==> src/rtl/sar_pkg.sv <==
// Shared types and defaults for the SAR ADC controller.
package sar_pkg;
  typedef enum logic [1:0] {IDLE, SAMPLE, CONVERT, DONE} state_e;

  localparam int RES_DEF        = 8;
  localparam int NCH_DEF        = 4;
  localparam int SAMPLE_CYC_DEF = 4;
  localparam int SETTLE_CYC_DEF = 1;

  // Width of a counter that runs 0..n-1 (sample phase and bit period).
  function automatic int cnt_w(input int n);
    return (n <= 1) ? 1 : $clog2(n);
  endfunction
endpackage

==> src/rtl/sar_adc_ctrl_if.sv <==
// Request/result port of the SAR controller; master = host, slave = controller.
interface sar_adc_ctrl_if #(
  parameter int RES = 8,
  parameter int CHW = 2
);
  logic           start;
  logic           scan;
  logic [CHW-1:0] ch_sel;
  logic           busy;
  logic           out_valid;
  logic           out_ready;
  logic [RES-1:0] out_data;
  logic [CHW-1:0] out_ch;

  modport master (output start, scan, ch_sel, out_ready,
                  input  busy, out_valid, out_data, out_ch);
  modport slave  (input  start, scan, ch_sel, out_ready,
                  output busy, out_valid, out_data, out_ch);
endinterface

==> src/rtl/sync_2ff.sv <==
// Generic two-flop synchroniser with synchronous active-high reset.
module sync_2ff #(
  parameter int W = 1
) (
  input  logic         clk_i,
  input  logic         rst_i,
  input  logic [W-1:0] d_i,
  output logic [W-1:0] q_o
);
  logic [W-1:0] s1_q, s2_q;

  always_ff @(posedge clk_i) begin
    if (rst_i) begin
      s1_q <= '0;
      s2_q <= '0;
    end else begin
      s1_q <= d_i;
      s2_q <= s1_q;
    end
  end

  assign q_o = s2_q;
endmodule

==> src/rtl/sar_adc_ctrl.sv <==
// SAR ADC controller: sample, binary search, tagged valid/ready results, scan mode.
// Optional 4x oversampling per channel under `define SAR_OVERSAMPLE_EN.
module sar_adc_ctrl
  import sar_pkg::*;
#(
  parameter int RES        = RES_DEF,
  parameter int NCH        = NCH_DEF,
  parameter int CHW        = $clog2(NCH),
  parameter int SAMPLE_CYC = SAMPLE_CYC_DEF,
  parameter int SETTLE_CYC = SETTLE_CYC_DEF
) (
  input  logic           clk_i,
  input  logic           rst_i,
  input  logic           cmp_in_i,
  output logic [RES-1:0] dac_code_o,
  output logic [CHW-1:0] mux_sel_o,
  output logic           sample_en_o,
  sar_adc_ctrl_if.slave  bus
);
  localparam int CW = cnt_w((SAMPLE_CYC > SETTLE_CYC + 2) ? SAMPLE_CYC : SETTLE_CYC + 2);
  localparam int KW = cnt_w(RES);
  localparam logic [CW-1:0]  SMP_LAST = CW'(SAMPLE_CYC - 1);
  localparam logic [CW-1:0]  BIT_LAST = CW'(SETTLE_CYC + 1);
  localparam logic [KW-1:0]  K_TOP    = KW'(RES - 1);
  localparam logic [CHW-1:0] CH_LAST  = CHW'(NCH - 1);

  state_e         state_q, state_d;
  logic [CW-1:0]  cnt_q, cnt_d;
  logic [KW-1:0]  k_q, k_d;
  logic [RES-1:0] code_q, code_d;
  logic [CHW-1:0] mux_q, mux_d, och_q, och_d;
  logic [RES-1:0] od_q, od_d;
  logic           scan_q, scan_d, busy_q, busy_d, ov_q, ov_d;
  logic           cmp_s;
`ifdef SAR_OVERSAMPLE_EN
  logic [1:0]     os_q, os_d;
  logic [RES+1:0] acc_q, acc_d;
`endif

  sync_2ff #(.W(1)) u_cmp_sync (.clk_i(clk_i), .rst_i(rst_i), .d_i(cmp_in_i), .q_o(cmp_s));

  always_ff @(posedge clk_i) begin
    if (rst_i) begin
      state_q <= IDLE;
      cnt_q   <= '0;
      k_q     <= '0;
      code_q  <= '0;
      mux_q   <= '0;
      och_q   <= '0;
      od_q    <= '0;
      scan_q  <= 1'b0;
      busy_q  <= 1'b0;
      ov_q    <= 1'b0;
`ifdef SAR_OVERSAMPLE_EN
      os_q    <= '0;
      acc_q   <= '0;
`endif
    end else begin
      state_q <= state_d;
      cnt_q   <= cnt_d;
      k_q     <= k_d;
      code_q  <= code_d;
      mux_q   <= mux_d;
      och_q   <= och_d;
      od_q    <= od_d;
      scan_q  <= scan_d;
      busy_q  <= busy_d;
      ov_q    <= ov_d;
`ifdef SAR_OVERSAMPLE_EN
      os_q    <= os_d;
      acc_q   <= acc_d;
`endif
    end
  end

  always_comb begin
    state_d = state_q;
    cnt_d   = cnt_q;
    k_d     = k_q;
    code_d  = code_q;
    mux_d   = mux_q;
    och_d   = och_q;
    od_d    = od_q;
    scan_d  = scan_q;
    busy_d  = busy_q;
    ov_d    = ov_q;
`ifdef SAR_OVERSAMPLE_EN
    os_d    = os_q;
    acc_d   = acc_q;
`endif
    if (ov_q && bus.out_ready) ov_d = 1'b0;
    unique case (state_q)
      IDLE: begin
        code_d = '0;
        if (bus.start) begin
          scan_d  = bus.scan;
          mux_d   = bus.scan ? '0 : bus.ch_sel;
          busy_d  = 1'b1;
          cnt_d   = '0;
          state_d = SAMPLE;
        end
      end
      SAMPLE: begin
        code_d = '0;
        if (cnt_q == SMP_LAST) begin
          cnt_d   = '0;
          k_d     = K_TOP;
          code_d  = {1'b1, {(RES-1){1'b0}}};
          state_d = CONVERT;
        end else cnt_d = cnt_q + 1'b1;
      end
      CONVERT: begin
        // cmp_s lags dac_code by the synchroniser depth; the bit period covers it
        if (cnt_q == BIT_LAST) begin
          cnt_d = '0;
          if (!cmp_s) code_d[k_q] = 1'b0;
          if (k_q != '0) begin
            code_d[k_q - 1'b1] = 1'b1;
            k_d = k_q - 1'b1;
          end else begin
`ifdef SAR_OVERSAMPLE_EN
            acc_d   = acc_q + {2'b00, code_d};
            os_d    = os_q + 2'd1;
            state_d = (os_q == 2'd3) ? DONE : SAMPLE;
`else
            state_d = DONE;
`endif
          end
        end else cnt_d = cnt_q + 1'b1;
      end
      DONE: begin
        if (!ov_q || bus.out_ready) begin
          ov_d  = 1'b1;
          och_d = mux_q;
`ifdef SAR_OVERSAMPLE_EN
          od_d  = acc_q[RES+1:2];
          acc_d = '0;
`else
          od_d  = code_q;
`endif
          if (scan_q && mux_q != CH_LAST) begin
            mux_d   = mux_q + 1'b1;
            state_d = SAMPLE;
          end else begin
            busy_d  = 1'b0;
            state_d = IDLE;
          end
        end
      end
      default: state_d = IDLE;
    endcase
  end

  always_comb begin
    sample_en_o   = (state_q == SAMPLE);
    dac_code_o    = (state_q == CONVERT || state_q == DONE) ? code_q : '0;
    mux_sel_o     = mux_q;
    bus.busy      = busy_q;
    bus.out_valid = ov_q;
    bus.out_data  = od_q;
    bus.out_ch    = och_q;
  end
endmodule

==> src/flat_wrapper.sv <==
// flat-port wrapper written by rule: the top's interface ports become plain ports
module sar_adc_ctrl_flat import sar_pkg::*;
#(
  parameter int RES        = RES_DEF,
  parameter int NCH        = NCH_DEF,
  parameter int CHW        = $clog2(NCH),
  parameter int SAMPLE_CYC = SAMPLE_CYC_DEF,
  parameter int SETTLE_CYC = SETTLE_CYC_DEF
)
  (clk_i, rst_i, cmp_in_i, dac_code_o, mux_sel_o, sample_en_o, bus_start, bus_scan, bus_ch_sel, bus_out_ready, bus_busy, bus_out_valid, bus_out_data, bus_out_ch);
  sar_adc_ctrl_if #(.RES(RES), .CHW(CHW)) bus_i ();
  input  logic clk_i;
  input  logic rst_i;
  input  logic cmp_in_i;
  output logic [RES-1:0] dac_code_o;
  output logic [CHW-1:0] mux_sel_o;
  output logic sample_en_o;
  input wire logic [$bits(bus_i.start)-1:0] bus_start;
  input wire logic [$bits(bus_i.scan)-1:0] bus_scan;
  input wire logic [$bits(bus_i.ch_sel)-1:0] bus_ch_sel;
  input wire logic [$bits(bus_i.out_ready)-1:0] bus_out_ready;
  output wire logic [$bits(bus_i.busy)-1:0] bus_busy;
  output wire logic [$bits(bus_i.out_valid)-1:0] bus_out_valid;
  output wire logic [$bits(bus_i.out_data)-1:0] bus_out_data;
  output wire logic [$bits(bus_i.out_ch)-1:0] bus_out_ch;
  assign bus_i.start = bus_start;
  assign bus_i.scan = bus_scan;
  assign bus_i.ch_sel = bus_ch_sel;
  assign bus_i.out_ready = bus_out_ready;
  assign bus_busy = bus_i.busy;
  assign bus_out_valid = bus_i.out_valid;
  assign bus_out_data = bus_i.out_data;
  assign bus_out_ch = bus_i.out_ch;
  sar_adc_ctrl #(.RES(RES), .NCH(NCH), .CHW(CHW), .SAMPLE_CYC(SAMPLE_CYC), .SETTLE_CYC(SETTLE_CYC)) u_core (.clk_i(clk_i), .rst_i(rst_i), .cmp_in_i(cmp_in_i), .dac_code_o(dac_code_o), .mux_sel_o(mux_sel_o), .sample_en_o(sample_en_o), .bus(bus_i));
endmodule
==> config.mk <==
export PLATFORM = sky130hd
export DESIGN_NAME = sar_adc_ctrl_flat
export DESIGN_NICKNAME = d
export VERILOG_FILES = /design/src/rtl/sar_pkg.sv /design/src/rtl/sar_adc_ctrl_if.sv /design/src/rtl/sync_2ff.sv /design/src/rtl/sar_adc_ctrl.sv /design/src/flat_wrapper.sv
export SDC_FILE = /design/constraint.sdc
export NUM_CORES = 1
export LEC_CHECK = 0
export BUFFER_PORTS_ARGS = -buffer_cell sky130_fd_sc_hd__buf_2
export CORE_AREA = 2 2 69 55
export DETAILED_ROUTE_END_ITERATION = 7
export DIE_AREA = 0 0 71 57
export PLACE_DENSITY = 0.83
export RECOVER_POWER = 25
export SLEW_MARGIN = 40
export SYNTH_ARGS = -nofsm -noshare
export SYNTH_HDL_FRONTEND = slang
export SYNTH_HIERARCHICAL = 1
export SYNTH_SLANG_ARGS = --single-unit
==> constraint.sdc <==
create_clock -name clk_i -period 2.2 [get_ports clk_i]
set_input_delay 0.11 -clock clk_i [delete_from_list [all_inputs] [get_ports clk_i]]
set_output_delay 0.11 -clock clk_i [all_outputs]
set_load 0.01 [all_outputs]
# ---- Word-level counts from Yosys, hierarchy flattened
# Cells that the tools add are included.
dict set report op_classes {
  add_sub_neg 3
  multipliers 0
  n_div 0
  magnitude_cmp 4
  eq_ne 14
  shift 0
  mux 39
  n_bitwise 3
  reduce_logical 20
}
# op count
set ops {}
lappend ops {{$mux 8} 7}
lappend ops {{$mux 2} 12}
lappend ops {{$pmux 8 s3} 1}
lappend ops {{$reduce_and 4->1} 3}
lappend ops {{$ne 2x1->1 const B} 5}
lappend ops {{$mux 1} 9}
lappend ops {{$mux 3} 3}
lappend ops {{$and 8x8->8} 1}
lappend ops {{$eq 2x2->1 const B} 4}
lappend ops {{$lt 3x4->1 const B} 2}
lappend ops {{$ne 2x2->1 const B} 4}
lappend ops {{$not 8->8} 1}
lappend ops {{$or 8x8->8} 1}
lappend ops {{$pmux 2 s4} 1}
lappend ops {{$reduce_and 2->1} 4}
lappend ops {{$demux 1 s3} 2}
lappend ops {{$ge 3x1->1 const B} 2}
lappend ops {{$pmux 2 s3} 1}
lappend ops {{$pmux 3 s2} 1}
lappend ops {{$reduce_bool 3->1} 2}
lappend ops {{$reduce_and 5->1} 1}
lappend ops {{$add 2x1->2 const B} 2}
lappend ops {{$logic_and 1x1->1} 4}
lappend ops {{$pmux 2 s2} 1}
lappend ops {{7 further kinds} 9}
dict set report word_totals {
  ff_bits 32
  latchBits 0
  ram_bits 0
  mem_bits_ro 0
  in_bits 8
  output_inout_bits 23
  elab_cells 95
  mem_count 0
}

# ---- Logic depth before layout (Yosys ltp)
dict set report depth {
  ltp_word 13
  ltp_mapped 7
  ltp_nobuf 6
}

# ---- Hierarchy
# Netlist, hierarchy kept.
# mod instances cells_each area_per_inst_um2 seq_area_each_um2
set modules_own_cells {}
lappend modules_own_cells {sar_adc_ctrl 1 219 1730.4 600.6}
lappend modules_own_cells {sync_2ff 1 4 52.6 40.0}

# ---- Least setup slack after synthesis
# Ideal clock, no wire load.
dict set report synth_path {
  path_kind {register -> register}
  start {register u_core.k_q[0]}
  end {register u_core.code_q[7]}
  arrival_time_ns 1.724
  required_time_ns 2.105
  setup_slack_ns 0.381
  path_stages_with_launch 7
  path_buffers 2
  cell_sequence {dfxtp_1 clkbuf_1 inv_1 ha_1 clkbuf_1 o32a_1 o311ai_1}
}
dict set report synth_between {
  elab_chain_cells 13
  word_cells_on_any_way 21
  cone_classes {add/sub: 1; order compare: 4; mux: 10; bitwise: 3; reduce/logical: 3}
}
# item line
set synth_lines {}
lappend synth_lines {{start, declared} sar_adc_ctrl.sv:29} ;# logic [KW-1:0] k_q, k_d;
lappend synth_lines {{start signal, assigned} sar_adc_ctrl.sv:61} ;# k_q <= k_d;
lappend synth_lines {{$lt 3x4->1 (implied by the code) / $ge 3x1->1 (equally long branches)} sar_adc_ctrl.sv:116} ;# if (!cmp_s) code_d[k_q] = 1'b0;
lappend synth_lines {{$logic_and 1x1->1 (implied by the code)} sar_adc_ctrl.sv:116}
lappend synth_lines {{$mux 1 (implied by the code)} sar_adc_ctrl.sv:116}
lappend synth_lines {{$demux 1 s3} -}
lappend synth_lines {{$not 8->8 (no line)} -}
lappend synth_lines {{$and 8x8->8 (no line)} -}
lappend synth_lines {{$mux 8} sar_adc_ctrl.sv:116}
lappend synth_lines {{$mux 8} sar_adc_ctrl.sv:114} ;# if (cnt_q == BIT_LAST) begin
lappend synth_lines {{$mux 8} sar_adc_ctrl.sv:92} ;# unique case (state_q)
lappend synth_lines {{$or 8x8->8 (no line)} -}
lappend synth_lines {{$mux 8 *} sar_adc_ctrl.sv:117} ;# if (k_q != '0) begin
lappend synth_lines {{$mux 8 *} sar_adc_ctrl.sv:114}
lappend synth_lines {{$pmux 8 s3 *} sar_adc_ctrl.sv:92}
lappend synth_lines {{end signal, assigned} sar_adc_ctrl.sv:62} ;# code_q <= code_d;
lappend synth_lines {{end, declared} sar_adc_ctrl.sv:30} ;# logic [RES-1:0] code_q, code_d;
# Mark *: on every way between the ends. The rest lies on a longest branch, timed or not. The select of a mux whose other input is x is not followed.
# A chain may end at the register's enable or synchronous reset.

# ---- Worst setup path after layout
dict set report layout_path {
  start {register u_core.state_q[0]}
  end {register u_core.code_q[7]}
}
dict set report layout_between {
  elab_chain_cells 3
  word_cells_on_any_way 7
  cone_classes {eq/ne: 3; mux: 1; reduce/logical: 3}
}
# item line
set layout_lines {}
lappend layout_lines {{start, declared} sar_adc_ctrl.sv:27} ;# state_e state_q, state_d;
lappend layout_lines {{start signal, assigned} sar_adc_ctrl.sv:59} ;# state_q <= state_d;
lappend layout_lines {{$eq 2x2->1 (tied with other cells)} sar_adc_ctrl.sv:92}
lappend layout_lines {{$ne 2x1->1 (no line) / $reduce_bool 3->1 (equally long branches)} -}
lappend layout_lines {{$reduce_and 2->1 (no line)} -}
# Several ways; a longest one is shown, not always the timed one.

==> impl_metrics.json <==
{
  "finalInstanceArea_mm2": 0.002061,
  "maxCapViolCount": 0,
  "setup_viol": 0,
  "startpoint": "u_core/state_q[0]",
  "timing_hold_violations_final": 0,
  "required_ps": 2390,
  "synth_edf_count": 0,
  "io_buffer_count": 30,
  "placed_area_mm2": 0.001964,
  "avgViaCountPerCell": 5.505,
  "wl_per_cell_um": 12.89,
  "grtUsageTotal": 0.2018,
  "worst_pin_slew_ps": 1395,
  "ioPinCount": 31,
  "async_reset_ff_frac": 0,
  "dp_hpwl_mm": 2.668,
  "seq_area_frac_synth": 0.3593,
  "ys_seq_elements": 32,
  "syn_inst": 223,
  "num_rows": 19,
  "status": "finished clean",
  "drcViolationCount": 0,
  "routed_wl_mm": 3.827,
  "r2r-end": "u_core/code_q[7]",
  "post-route-util": 0.5978,
  "worstSetupPathType": "reg2reg",
  "p_per_area_mw_per_mm2": 1090,
  "synth_ff_type": "dfxtp_1",
  "syn_nets": 244,
  "synth_common_cells": "32 x dfxtp_1, 29 x nand2_1, 26 x a21oi_1",
  "synth_top_area_frac": 0.3593,
  "drt_iter0_markers": 126,
  "cpPeakStageDelay_ps": 500,
  "hold_path_class": "in2reg",
  "die-area_mm2": 0.004047,
  "cts_buffers": 5,
  "dr.pass1.iters": 4,
  "ys_top_cells_by_area": "dfxtp_1 36%, ha_1 9.1%, a21oi_1 7.3%",
  "cts_root_buf": "clkbuf_8",
  "ir_drop_mv": 0.5039,
  "r2r-start": "u_core/state_q[0]",
  "nNetsFinal": 275,
  "slowest_stage": "or4b_1",
  "grt-ovfl-total": 0,
  "period_minus_slack_ps": 2051,
  "start_util": 0.5172,
  "finalPower_mw": 2.247,
  "cts_tree": "yes",
  "postRouteAntennaNets": 0,
  "hold_slack_ps": 31.52,
  "crit_chain": "inv_1 -> ha_1 -> nand3b_1 -> a211o_1 -> or4b_1 -> o311ai_1",
  "core_mm2": 0.003447,
  "syn_area_mm2": 0.001783,
  "area_growth_pct": 15.58,
  "vias": 1635,
  "rrSetupSlack_ps": 150,
  "reg2reg_depth": 6,
  "grt_pass1_vias": 1456,
  "fmax_mhz": 487.7,
  "rsz0062_at_grt": "false",
  "antenna_cells": 0,
  "die_h_um": 57,
  "grt_antenna_before_repair": 0,
  "clk_path_buf_depth": 2,
  "drive_gt1_frac": 0.1333,
  "clkSinkCount": 32,
  "maxSlewViolCount": 0,
  "synth_most_common_cell": "dfxtp_1",
  "ys_types": 44,
  "grt_max_degree": 35,
  "crit_path_max_fanout": 10,
  "post_cts_buffers": 0,
  "final.setup.tns_ps": 0,
  "arrival_ps": 2240,
  "clk_latency_ps": 290,
  "slew_headroom": 0.07029,
  "skew_ps": 7.648,
  "fp.dieW_um": 71,
  "gp_congestion": 0.8503,
  "grt_pass1_wl_mm": 6.472,
  "worstSetupStartpointType": "flip-flop",
  "yosysTopAreaCell": "dfxtp_1",
  "clkSlewWorstSetupHoldPaths_ps": 70,
  "cts_resized": 0,
  "htreeDepth": 2,
  "cp-endpoint": "u_core/code_q[7]",
  "syn_area_per_cell_um2": 7.995,
  "postCtsHoldBufs": 0,
  "yosys_warnings": 6,
  "end_kind": "flip-flop",
  "fin_crit_sh": 0.9321,
  "leakage_nw": 0.7545
}
==> critical path, delay by kind of cell, from the launching register on <==
kind / cells / cell delay [ps]
AND/OR/NAND/NOR: 2 / 700
buffers and inverters: 1 / 120
flip-flops: 1 / 380
adder cells (fa/ha/maj): 1 / 340
AO/OA/AOI/OAI: 2 / 400
==> where the power goes <==
part | switching (mW) | internal [mW]
Sequential | 0.0891 | 0.649
Combinational | 0.584 | 0.357
Clock | 0.232 | 0.335
==> logic make-up after synthesis <==
kind of cell | share of synthesized area
DFF | 0.3593
muxes | 0.005614
buffers and inverters | 0.06456
AOI/OAI and AO/OA | 0.2175
adders and majority gates | 0.09123
and+or+nand+nor | 0.2618
==> worst min path at each step <==
| stage | endpoint | startpoint | cells after the start |
|---|---|---|---|
| final | u_core/u_cmp_sync/s1_q | cmp_in_i | 2 |
| after global routing | u_core/u_cmp_sync/s1_q | cmp_in_i | 2 |
| after CTS | u_core/u_cmp_sync/s1_q | cmp_in_i | 2 |
| after detailed placement | u_core/u_cmp_sync/s1_q | cmp_in_i | 2 |
| after global placement | u_core/u_cmp_sync/s1_q | cmp_in_i | 2 |
| after floorplan | u_core/u_cmp_sync/q_o | rst_i | 1 |
==> state kept, by name, indices dropped and copies added (netlist names) <==
name	count
u_core/bus.out_data	8
u_core/bus.busy	1
u_core/scan_q	1
u_core/code_q	8
u_core/u_cmp_sync/q_o	1
u_core/bus.out_ch	2
u_core/cnt_q	2
u_core/state_q	2
u_core/u_cmp_sync/s1_q	1
u_core/k_q	3
u_core/mux_sel_o	2
u_core/bus.out_valid	1
==> per-layer routing <==
layer | vias to the layer above | share of wire | track usage
met5 | - | 0 | 0
met2 | 50 | 0.43 | 0.3057
met1 | 739 | 0.50 | 0.2739
li1 | 841 | - | -
met4 | 0 | 0.013 | 0.09704
met3 | 5 | 0.061 | 0.04594
==> through the flow <==
stage | setup WS, ps | instances
after floorplan | 380.8 | 223
after CTS | 172.2 | 297
after detailed placement | 189.9 | 289
after global placement | 239.1 | 289
final | 149.4 | 297
after global routing | 14.52 | 297
==> final cells by class <==
cell class                      count  area [um2]
Tap cell                           42       52.55
Multi-Input combinational cell    164        1027
Sequential cell                    32       640.6
Timing Repair Buffer               34       165.2
Fill cell                         324        1386
Clock buffer                        5       68.82
Inverter                           17       63.81
Clock inverter                      3       42.54
==> cell usage in the layout, fill, tap and decap left out, types with 2 or more instances in the layout <==
cell,n
nor4_1,2
a21oi_1,26
dfxtp_1,32
buf_2,18
o41ai_1,2
ha_1,13
nand3_1,7
nand2b_1,7
o31ai_1,3
nand3b_1,4
nand2_1,29
nor3_1,5
clkbuf_8,5
buf_4,4
nor3b_1,2
a311oi_1,3
nor2b_1,11
o21ai_0,10
o22ai_1,2
nor2_1,14
inv_1,17
clkbuf_1,12
a211oi_1,2
a31oi_1,3
(Power assumes the default switching activity.)
